## src/rtl/exe_stage_bju_pkg.sv

```systemverilog
// Shared definitions for the execute-stage branch/jump unit.
//   - BJ_W and the BJ_* bit positions of the one-hot branch-type bus
//     (bj_info) and the matching ALU condition bus (bj_data).
//   - bju_state_e: states of the redirect/flush controller.
package exe_stage_bju_pkg;

    localparam int BJ_W    = 8;
    localparam int BJ_BEQ  = 0;
    localparam int BJ_BNE  = 1;
    localparam int BJ_BLT  = 2;
    localparam int BJ_BGE  = 3;
    localparam int BJ_BLTU = 4;
    localparam int BJ_BGEU = 5;
    localparam int BJ_JALR = 6;
    localparam int BJ_JAL  = 7;

    typedef enum logic [1:0] {
        BJU_IDLE   = 2'd0,
        BJU_HOLD   = 2'd1,
        BJU_SQUASH = 2'd2
    } bju_state_e;

endpackage

```

## src/rtl/exe_stage_bju_target.sv

```systemverilog
// Combinational target/link generation for the branch/jump unit.
// Ports:
//   pc, imm, rs1 : instruction PC, sign-extended immediate, JALR base
//   is_jalr      : selects rs1-relative target (bit 0 cleared)
//   target       : branch/jump destination, wraps modulo 2^ADDR_W
//   link         : pc + 4, wraps modulo 2^ADDR_W
module exe_stage_bju_target #(
    parameter int ADDR_W = 64
) (
    input  logic [ADDR_W-1:0] pc,
    input  logic [ADDR_W-1:0] imm,
    input  logic [ADDR_W-1:0] rs1,
    input  logic              is_jalr,
    output logic [ADDR_W-1:0] target,
    output logic [ADDR_W-1:0] link
);

    logic [ADDR_W-1:0] jalr_sum;
    logic [ADDR_W-1:0] pc_sum;

    assign jalr_sum = rs1 + imm;
    assign pc_sum   = pc + imm;
    // JALR clears bit 0 of the computed address; bit 1 is left alone so a
    // half-word aligned JALR target still raises the misalignment exception.
    assign target   = is_jalr ? (jalr_sum & ~ADDR_W'(1)) : pc_sum;
    assign link     = pc + ADDR_W'(4);

endmodule

```

## src/rtl/exe_stage_bju.sv

```systemverilog
// Branch/jump resolution unit in the execute stage.
// Decides taken/not-taken from the one-hot branch type and ALU condition
// bits, issues a redirect to fetch under valid/ready, then holds a flush of
// the front-end pipeline registers for FLUSH_CYCLES cycles.
// Ports:
//   clk, rst_n        : clock, asynchronous active-low reset
//   in_valid/in_ready : instruction handshake (ready only while idle)
//   pc, imm, rs1      : operands for target and link computation
//   bj_info, bj_data  : one-hot branch type, per-type condition bits
//   redirect_*        : redirect request to IF (valid/ready, target PC)
//   flush             : squash IF/ID and ID/EXE registers
//   link_valid/data   : one-cycle pc+4 writeback for JAL/JALR
//   misalign_exc      : one-cycle pulse, taken target not 4-byte aligned
module exe_stage_bju
    import exe_stage_bju_pkg::*;
#(
    parameter int ADDR_W       = 64,
    parameter int FLUSH_CYCLES = 2,
    parameter int CNT_W        = 2
) (
    input  logic              clk,
    input  logic              rst_n,
    input  logic              in_valid,
    output logic              in_ready,
    input  logic [ADDR_W-1:0] pc,
    input  logic [ADDR_W-1:0] imm,
    input  logic [ADDR_W-1:0] rs1,
    input  logic [BJ_W-1:0]   bj_info,
    input  logic [BJ_W-1:0]   bj_data,
    output logic              redirect_valid,
    input  logic              redirect_ready,
    output logic [ADDR_W-1:0] redirect_pc,
    output logic              flush,
    output logic              link_valid,
    output logic [ADDR_W-1:0] link_data,
    output logic              misalign_exc
);

    bju_state_e        state_q, state_d;
    logic [CNT_W-1:0]  cnt_q, cnt_d;
    logic [ADDR_W-1:0] redirect_pc_q, redirect_pc_d;
    logic [ADDR_W-1:0] link_data_q, link_data_d;
    logic              link_valid_q, link_valid_d;
    logic              misalign_q, misalign_d;

    logic [ADDR_W-1:0] target;
    logic [ADDR_W-1:0] link;
    logic              taken;
    logic              is_jalr;
    logic              is_link;
    logic              misaligned;

    // Multi-hot bj_info is not expected, but the OR reduction still gives a
    // well-defined answer if it ever shows up.
    assign taken      = |(bj_info & bj_data);
    assign is_jalr    = bj_info[BJ_JALR];
    assign is_link    = bj_info[BJ_JAL] | bj_info[BJ_JALR];
    assign misaligned = taken & (target[1:0] != 2'b00);

    exe_stage_bju_target #(
        .ADDR_W (ADDR_W)
    ) u_target (
        .pc      (pc),
        .imm     (imm),
        .rs1     (rs1),
        .is_jalr (is_jalr),
        .target  (target),
        .link    (link)
    );

    always_comb begin
        state_d       = state_q;
        cnt_d         = cnt_q;
        redirect_pc_d = redirect_pc_q;
        link_data_d   = link_data_q;
        link_valid_d  = 1'b0;
        misalign_d    = 1'b0;

        case (state_q)
            BJU_IDLE: begin
                if (in_valid) begin
                    link_data_d = link;
                    if (misaligned) begin
                        misalign_d = 1'b1;
                    end else begin
                        link_valid_d = is_link;
                        if (taken) begin
                            redirect_pc_d = target;
                            state_d       = BJU_HOLD;
                        end
                    end
                end
            end
            BJU_HOLD: begin
                // redirect_pc_q is only loaded in IDLE, so it is stable here.
                if (redirect_ready) begin
                    if (FLUSH_CYCLES == 0) begin
                        state_d = BJU_IDLE;
                    end else begin
                        state_d = BJU_SQUASH;
                        cnt_d   = CNT_W'(FLUSH_CYCLES);
                    end
                end
            end
            BJU_SQUASH: begin
                // Counter holds the number of flush cycles still to show,
                // including the current one.
                if (cnt_q <= CNT_W'(1)) begin
                    state_d = BJU_IDLE;
                    cnt_d   = '0;
                end else begin
                    cnt_d = cnt_q - CNT_W'(1);
                end
            end
            default: begin
                state_d = BJU_IDLE;
                cnt_d   = '0;
            end
        endcase
    end

    always_ff @(posedge clk or negedge rst_n) begin
        if (!rst_n) begin
            state_q       <= BJU_IDLE;
            cnt_q         <= '0;
            redirect_pc_q <= '0;
            link_data_q   <= '0;
            link_valid_q  <= 1'b0;
            misalign_q    <= 1'b0;
        end else begin
            state_q       <= state_d;
            cnt_q         <= cnt_d;
            redirect_pc_q <= redirect_pc_d;
            link_data_q   <= link_data_d;
            link_valid_q  <= link_valid_d;
            misalign_q    <= misalign_d;
        end
    end

    // Pure decodes of the state register: no path from redirect_ready.
    assign in_ready       = (state_q == BJU_IDLE);
    assign redirect_valid = (state_q == BJU_HOLD);
    assign flush          = (state_q == BJU_SQUASH);
    assign redirect_pc    = redirect_pc_q;
    assign link_valid     = link_valid_q;
    assign link_data      = link_data_q;
    assign misalign_exc   = misalign_q;

endmodule

```

## config.mk

```make
export PLATFORM = sky130hd
export DESIGN_NAME = exe_stage_bju
export DESIGN_NICKNAME = d
export VERILOG_FILES = /design/src/rtl/exe_stage_bju_pkg.sv /design/src/rtl/exe_stage_bju_target.sv /design/src/rtl/exe_stage_bju.sv
export SDC_FILE = /design/constraint.sdc
export NUM_CORES = 1
export LEC_CHECK = 0
export ABC_AREA = 1
export CAP_MARGIN = 10
export CORE_ASPECT_RATIO = 1.4
export CORE_MARGIN = 2
export CORE_UTILIZATION = 50
export DETAILED_ROUTE_END_ITERATION = 10
export PLACE_DENSITY = 0.8
export SLEW_MARGIN = 20
export SYNTH_ARGS = -nofsm -noshare
export SYNTH_HDL_FRONTEND = slang
export SYNTH_SLANG_ARGS = --single-unit
```

## constraint.sdc

```tcl
create_clock -name clk -period 1.8 [get_ports clk]
set_clock_uncertainty 0.15 [all_clocks]
set_input_delay 0.54 -clock clk [delete_from_list [all_inputs] [get_ports clk]]
set_output_delay 0.54 -clock clk [all_outputs]
set_load 0.05 [all_outputs]
```

==> metrics.md, run 1 <==
| Metric | Value |
|---|---|
| Cells after Synth | `3,550` |
| Initial Util | `50.4%` |
| Vias in the first global route | `41,700` |
| Yosys warnings | `0` |
| Ports | `345` |
| Die H | `233 um` |
| Asr flop ratio synth | `100%` |
| Overflow after GRT | `1,907` |
| Stop err | `[ERROR GRT-0116] Global routing finished with congestion. Check the congestion regions in the DRC Viewer.` |
| First-pass GRT wire length | `281,000 um` |
| Syn Area/Cell | `5.30 um^2` |
| Port bufs | `344` |
| Num Clock Sinks | `134` |
| H-tree levels | `4` |
| Post-DP HPWL | `77,400 um` |
| CTS root buffer | `clkbuf_16` |
| Sequential area share after synthesis | `17.8%` |
| CTS Buf Count | `17` |
| Final Wtd Congestion | `1.11` |
| Post-synth EDFFs | `0` |
| Seq cells post-synth | `134` |
| Yosys cell types | `39` |
| Last stage | `5_1_grt` |
| Synthesized cell area | `18,800 um^2` |
| CTS Buffer Depth | `2` |
| Primary FF master, synth | `dfrtp_1` |
| Mapped Nets | `3,893` |
| Largest net degree at the start of global routing | `58` |
| Gr usage total | `91.2%` |
| Die X | `168 um` |
| FP Rows | `84` |
| Outcome | `aborted with a tool error` |
## cells by family after synthesis
logic type | after synthesis | synth area share (%)
AND/OR/NAND/NOR | 2227 | 48.2
buffers and inverters | 733 | 14.7
AO/OA/AOI/OAI | 257 | 7.33
flip-flops | 134 | 17.8
adder cells (fa/ha/maj) | 131 | 8.80
XOR/XNOR | 68 | 3.17
## cell usage after synthesis (all sizes together) (2+ instances only)
| cell | count | area [um^2] |
|---|---|---|
| nor3 | 51 | 303 |
| ha | 129 | 1610 |
| a31oi | 8 | 50.1 |
| o21bai | 5 | 37.5 |
| clkbuf | 26 | 97.6 |
| nor4 | 11 | 87.6 |
| buf | 13 | 60.1 |
| xor2 | 41 | 359 |
| a221oi | 2 | 17.5 |
| xnor2 | 27 | 236 |
| nand4 | 36 | 225 |
| inv | 694 | 2610 |
| nand3b | 20 | 150 |
| fa | 2 | 40.0 |
| o21ai | 88 | 440 |
| dfrtp | 134 | 3350 |
| nand3 | 208 | 1060 |
| a22oi | 2 | 15.0 |
| or2 | 5 | 31.3 |
| nand2 | 1590 | 6000 |
| o21a | 21 | 158 |
| a21oi | 130 | 651 |
| nor2 | 303 | 1180 |
## stage by stage
step	util (%)	setup slack, ns	cell area, um^2	instances	hold WS, ns
CTS	95.7	-0.290	35700	5067	0.148
detailed placement	77.8	-1.53	29000	4933	0.234
global placement	77.8	-1.46	29000	4933	0.232
floorplan	-	-0.524	19100	3550	0.0944
## per-layer routing
layer	GRT overflow	track usage, %
met5	3	41.9
met4	456	102
met3	22	70.6
met2	1406	116
met1	20	83.8
## repair_timing
action | in CTS
hold buffers | 1
cloned | 5
pin swaps | 539
setup buffers | 103
setup endpoints to repair | 133
endpoints found under the hold margin | 22
gates resized for setup | 2123
==> run 2: changes to the inputs <==
--- a/config.mk
+++ b/config.mk
@@ -7,11 +7,10 @@
 export LEC_CHECK = 0
 export ABC_AREA = 1
 export CAP_MARGIN = 10
-export CORE_ASPECT_RATIO = 1.4
 export CORE_MARGIN = 2
-export CORE_UTILIZATION = 50
+export CORE_UTILIZATION = 35
 export DETAILED_ROUTE_END_ITERATION = 10
-export PLACE_DENSITY = 0.8
+export PLACE_DENSITY_LB_ADDON = 0.15
 export SLEW_MARGIN = 20
 export SYNTH_ARGS = -nofsm -noshare
 export SYNTH_HDL_FRONTEND = slang
==> constraint.sdc (replaced) <==
create_clock -name clk -period 2.3 [get_ports clk]
set_clock_uncertainty 0.15 [all_clocks]
set_input_delay 0.69 -clock clk [delete_from_list [all_inputs] [get_ports clk]]
set_output_delay 0.69 -clock clk [all_outputs]
set_load 0.05 [all_outputs]
==> metrics.md, run 2 <==
| Metric | Value |
|---|---|
| CTS root buffer | `clkbuf_16` |
| Crit-path cells | `buf_6 > buf_8 > ha_4 > buf_6 > nand2_2 > nand2_2 > inv_2 > nand2_2 > inv_2 > nand2_2 > nand3b_1 > buf_4 > xor2_1 > nand2_1 > nand3_1 > o21a_1` |
| Finished Cell Area | `33,200 um^2` |
| Cells after Synth | `3,550` |
| Area after DPL | `27,300 um^2` |
| Synthesized cell area | `18,800 um^2` |
| Gr usage total | `32.3%` |
| Post-synth EDFFs | `0` |
| RSZ-0062 raised after global routing | `true` |
| Via count | `25,900` |
| Max Freq | `423 MHz` |
| 1st-pass router iterations | `7` |
| Final net count | `4,896` |
| Num Clock Sinks | `134` |
| Met1 global-route usage | `42.7%` |
| Final hold violation count | `0` |
| Initial Util | `35.6%` |
| Seq cells post-synth | `134` |
| Yosys warnings | `0` |
| R2r startpoint | `state_q[0]$_DFFE_PN0P_` |
| Layout cells sized above 1 | `42.7%` |
| Most numerous cell in the Yosys netlist | `nand2_1` |
| Die footprint | `55,600 um^2` |
| H-tree levels | `4` |
| Failing checks | `negative setup slack` |
| WP depth | `16` |
| Final Wtd Congestion | `0.961` |
| Crit path max fanout | `3` |
| R2R Setup Slk | `0.54 ns` |
| Sequential area share after synthesis | `17.8%` |
| Mapped Nets | `3,893` |
| Worst vdd ir | `0.590 mV` |
| R2R Path End | `redirect_pc[60]$_DFFE_PN0P_` |
| Post-route clock period utilization | `103%` |
| CTS Buffer Depth | `2` |
| Worst-Margin Slew | `0.483 ns` |
| Outcome | `finished with violations` |
| Yosys cell types | `39` |
| Leakage power | `0.0180 uW` |
| Worst hold path depth | `3` |
| # DRC | `0` |
| Port bufs | `344` |
| CTS clk-pin slew, worst paths | `0.06 ns` |
| Worst path bufs/invs | `6` |
| Overflow after GRT | `0` |
| CP dominant cell by count | `nand2_2` |
| Wire per inst | `18.0 um` |
| Final setup fails | `56` |
| CTS Buf Count | `17` |
| Area of the core | `52,900 um^2` |
| Global route hottest layer | `met2` |
| Post-synth top area cell | `nand2_1` |
| FP Rows | `84` |
| Asr flop ratio synth | `100%` |
| Commonest non-fill, non-tap cell in the layout | `nand2_1` |
| Worst setup endpoint | `redirect_pc[22]$_DFFE_PN0P_` |
| Largest net degree at the start of global routing | `75` |
| 1st-iter DRT viols | `1,728` |
| Kind of cell adding the most delay to the critical path | `buffers and inverters` |
| Ports | `345` |
| Via density | `4.93` |
| Max stage delay on crit path | `0.29 ns` |
| Crit. End Element | `flip-flop` |
| Final setup TNS | `-1.47 ns` |
| Hold/Removal Path Class | `in -> reg` |
| M2 GR Usage | `53.8%` |
| Yosys top cell area share | `31.6%` |
| Clk Latency, worst-skew pair | `0.45 ns` |
| Die H | `236 um` |
| CTS tree | `built` |
| Primary FF master, synth | `dfrtp_1` |
| Critical path origin | `imm[21]` |
| Commonest cells in the netlist | `nand2_1 (1,583), inv_1 (691), nor2_1 (296), nand3_1 (204), dfrtp_1 (134)` |
| Pre-CTS WS | `-1.25 ns` |
| Syn Area/Cell | `5.30 um^2` |
| Worst setup SP type | `primary input` |
| Fin util | `62.9%` |
| Most frequent cells in the layout | `nand2_1 (1,185), buf_4 (719), inv_1 (599), nand2_2 (312), nor2_1 (147)` |
| # Max-Cap Violations | `0` |
| Worst setup margin | `-0.0614 ns` |
| Met3 usage | `3.27%` |
| CP max-delay cell | `nand3b_1` |
| Post-DP HPWL | `75,600 um` |
| Area delta synth->final | `76.8%` |
| Vias in the first global route | `25,100` |
| Reg2Reg Depth | `7` |
| First-pass GRT wire length | `138,000 um` |
| Slew Viols, Final | `0` |
| Relative slew slack | `67.5%` |
| Power Density | `641 nW/um^2` |
| Most area-consuming cells after synthesis | `nand2_1 (32%), dfrtp_1 (18%), inv_1 (14%), ha_1 (8.6%), nor2_1 (5.9%)` |
| Dpl cells | `5,126` |
| CP required | `2.50 ns` |
| Tmin final | `2.36 ns` |
| DRT Wirelength | `94,700 um` |
| Routed Antenna Nets | `0` |
| Crit Path Class | `in -> reg` |
| Worst Path Arrival | `2.56 ns` |
| Die X | `236 um` |
| Non-filler cells, final | `5,255` |
| Initial antenna violation count | `2` |
run 2: routing by layer:
metal,part of all wire [%],vias up
met1,43,11900
met3,6.1,230
met4,4.7,0
li1,-,12800
met5,0,-
met2,46,949
run 2: worst min-delay path by stage:
stage	startpoint	endpoint	slack, ns
global placement	redirect_pc[1]$_DFFE_PN0P_	redirect_pc[1]$_DFFE_PN0P_	0.30
detailed placement	redirect_pc[0]$_DFFE_PN0P_	redirect_pc[0]$_DFFE_PN0P_	0.30
floorplan	rst_n	cnt_q[0]$_DFFE_PN0P_	0.24
CTS	pc[0]	link_data[0]$_DFFE_PN0P_	0.31
finish	pc[0]	link_data[0]$_DFFE_PN0P_	0.31
global route	pc[0]	link_data[0]$_DFFE_PN0P_	0.33
run 2: logic make-up (layout without fill, tap and decap cells):
kind of cell             count (synthesis)  after routing  share of synthesized area (%)
other                                    0              2                              0
buffers and inverters                  733           1748                           14.7
AO/OA/AOI/OAI                          257            257                           7.33
XOR/XNOR                                68             68                           3.17
flip-flops                             134            134                           17.8
adder cells (fa/ha/maj)                131            131                           8.80
AND/OR/NAND/NOR                       2227           2227                           48.2
run 2: area by class of cell:
| type | instances | area (um^2) |
|---|---|---|
| repair inverters | 1 | 6.26 |
| flip-flops and latches | 134 | 3350 |
| clock buffers | 18 | 429 |
| multi-input cells | 2683 | 17600 |
| diodes | 2 | 5.00 |
| inverters | 694 | 2630 |
| repair buffers | 1022 | 8240 |
| clock inverters | 13 | 134 |
| well taps | 688 | 861 |
| fillers | 4842 | 19600 |
run 2: repair_timing:
| action | in CTS | in global routing |
|---|---|---|
| hold endpoints to repair | 24 | 0 |
| setup buffers | 56 | 35 |
| hold buffers | 1 | 0 |
| pin swaps | 297 | 279 |
| cloned | 1 | 4 |
| gates resized for setup | 1330 | 616 |
| setup endpoints to repair | 114 | 92 |
run 2: per-stage QoR:
stage / total power [uW] / hold slack [ns]
after global placement: 16700 / 0.305
after global routing: 22300 / 0.330
after CTS: 20500 / 0.315
after floorplan: 11500 / 0.244
after detailed placement: 16700 / 0.304
final: 21300 / 0.313
run 2: power by group:
group / internal, uW / total [uW] / switching (uW)
combinational: 5100 / 14200 / 9110
sequential: 3450 / 4380 / 928
clock: 1580 / 2740 / 1160
run 2: worst reg2reg max path, stage by stage, from the launching register on:
cell and delay (ns):
dfrtp_1 0.38, inv_1 0.15, ha_4 0.23, nand3_4 0.21, buf_12 0.25, clkbuf_16 0.18, nand2_1 0.06, nand2_1 0.05
(Power assumes the default switching activity.)
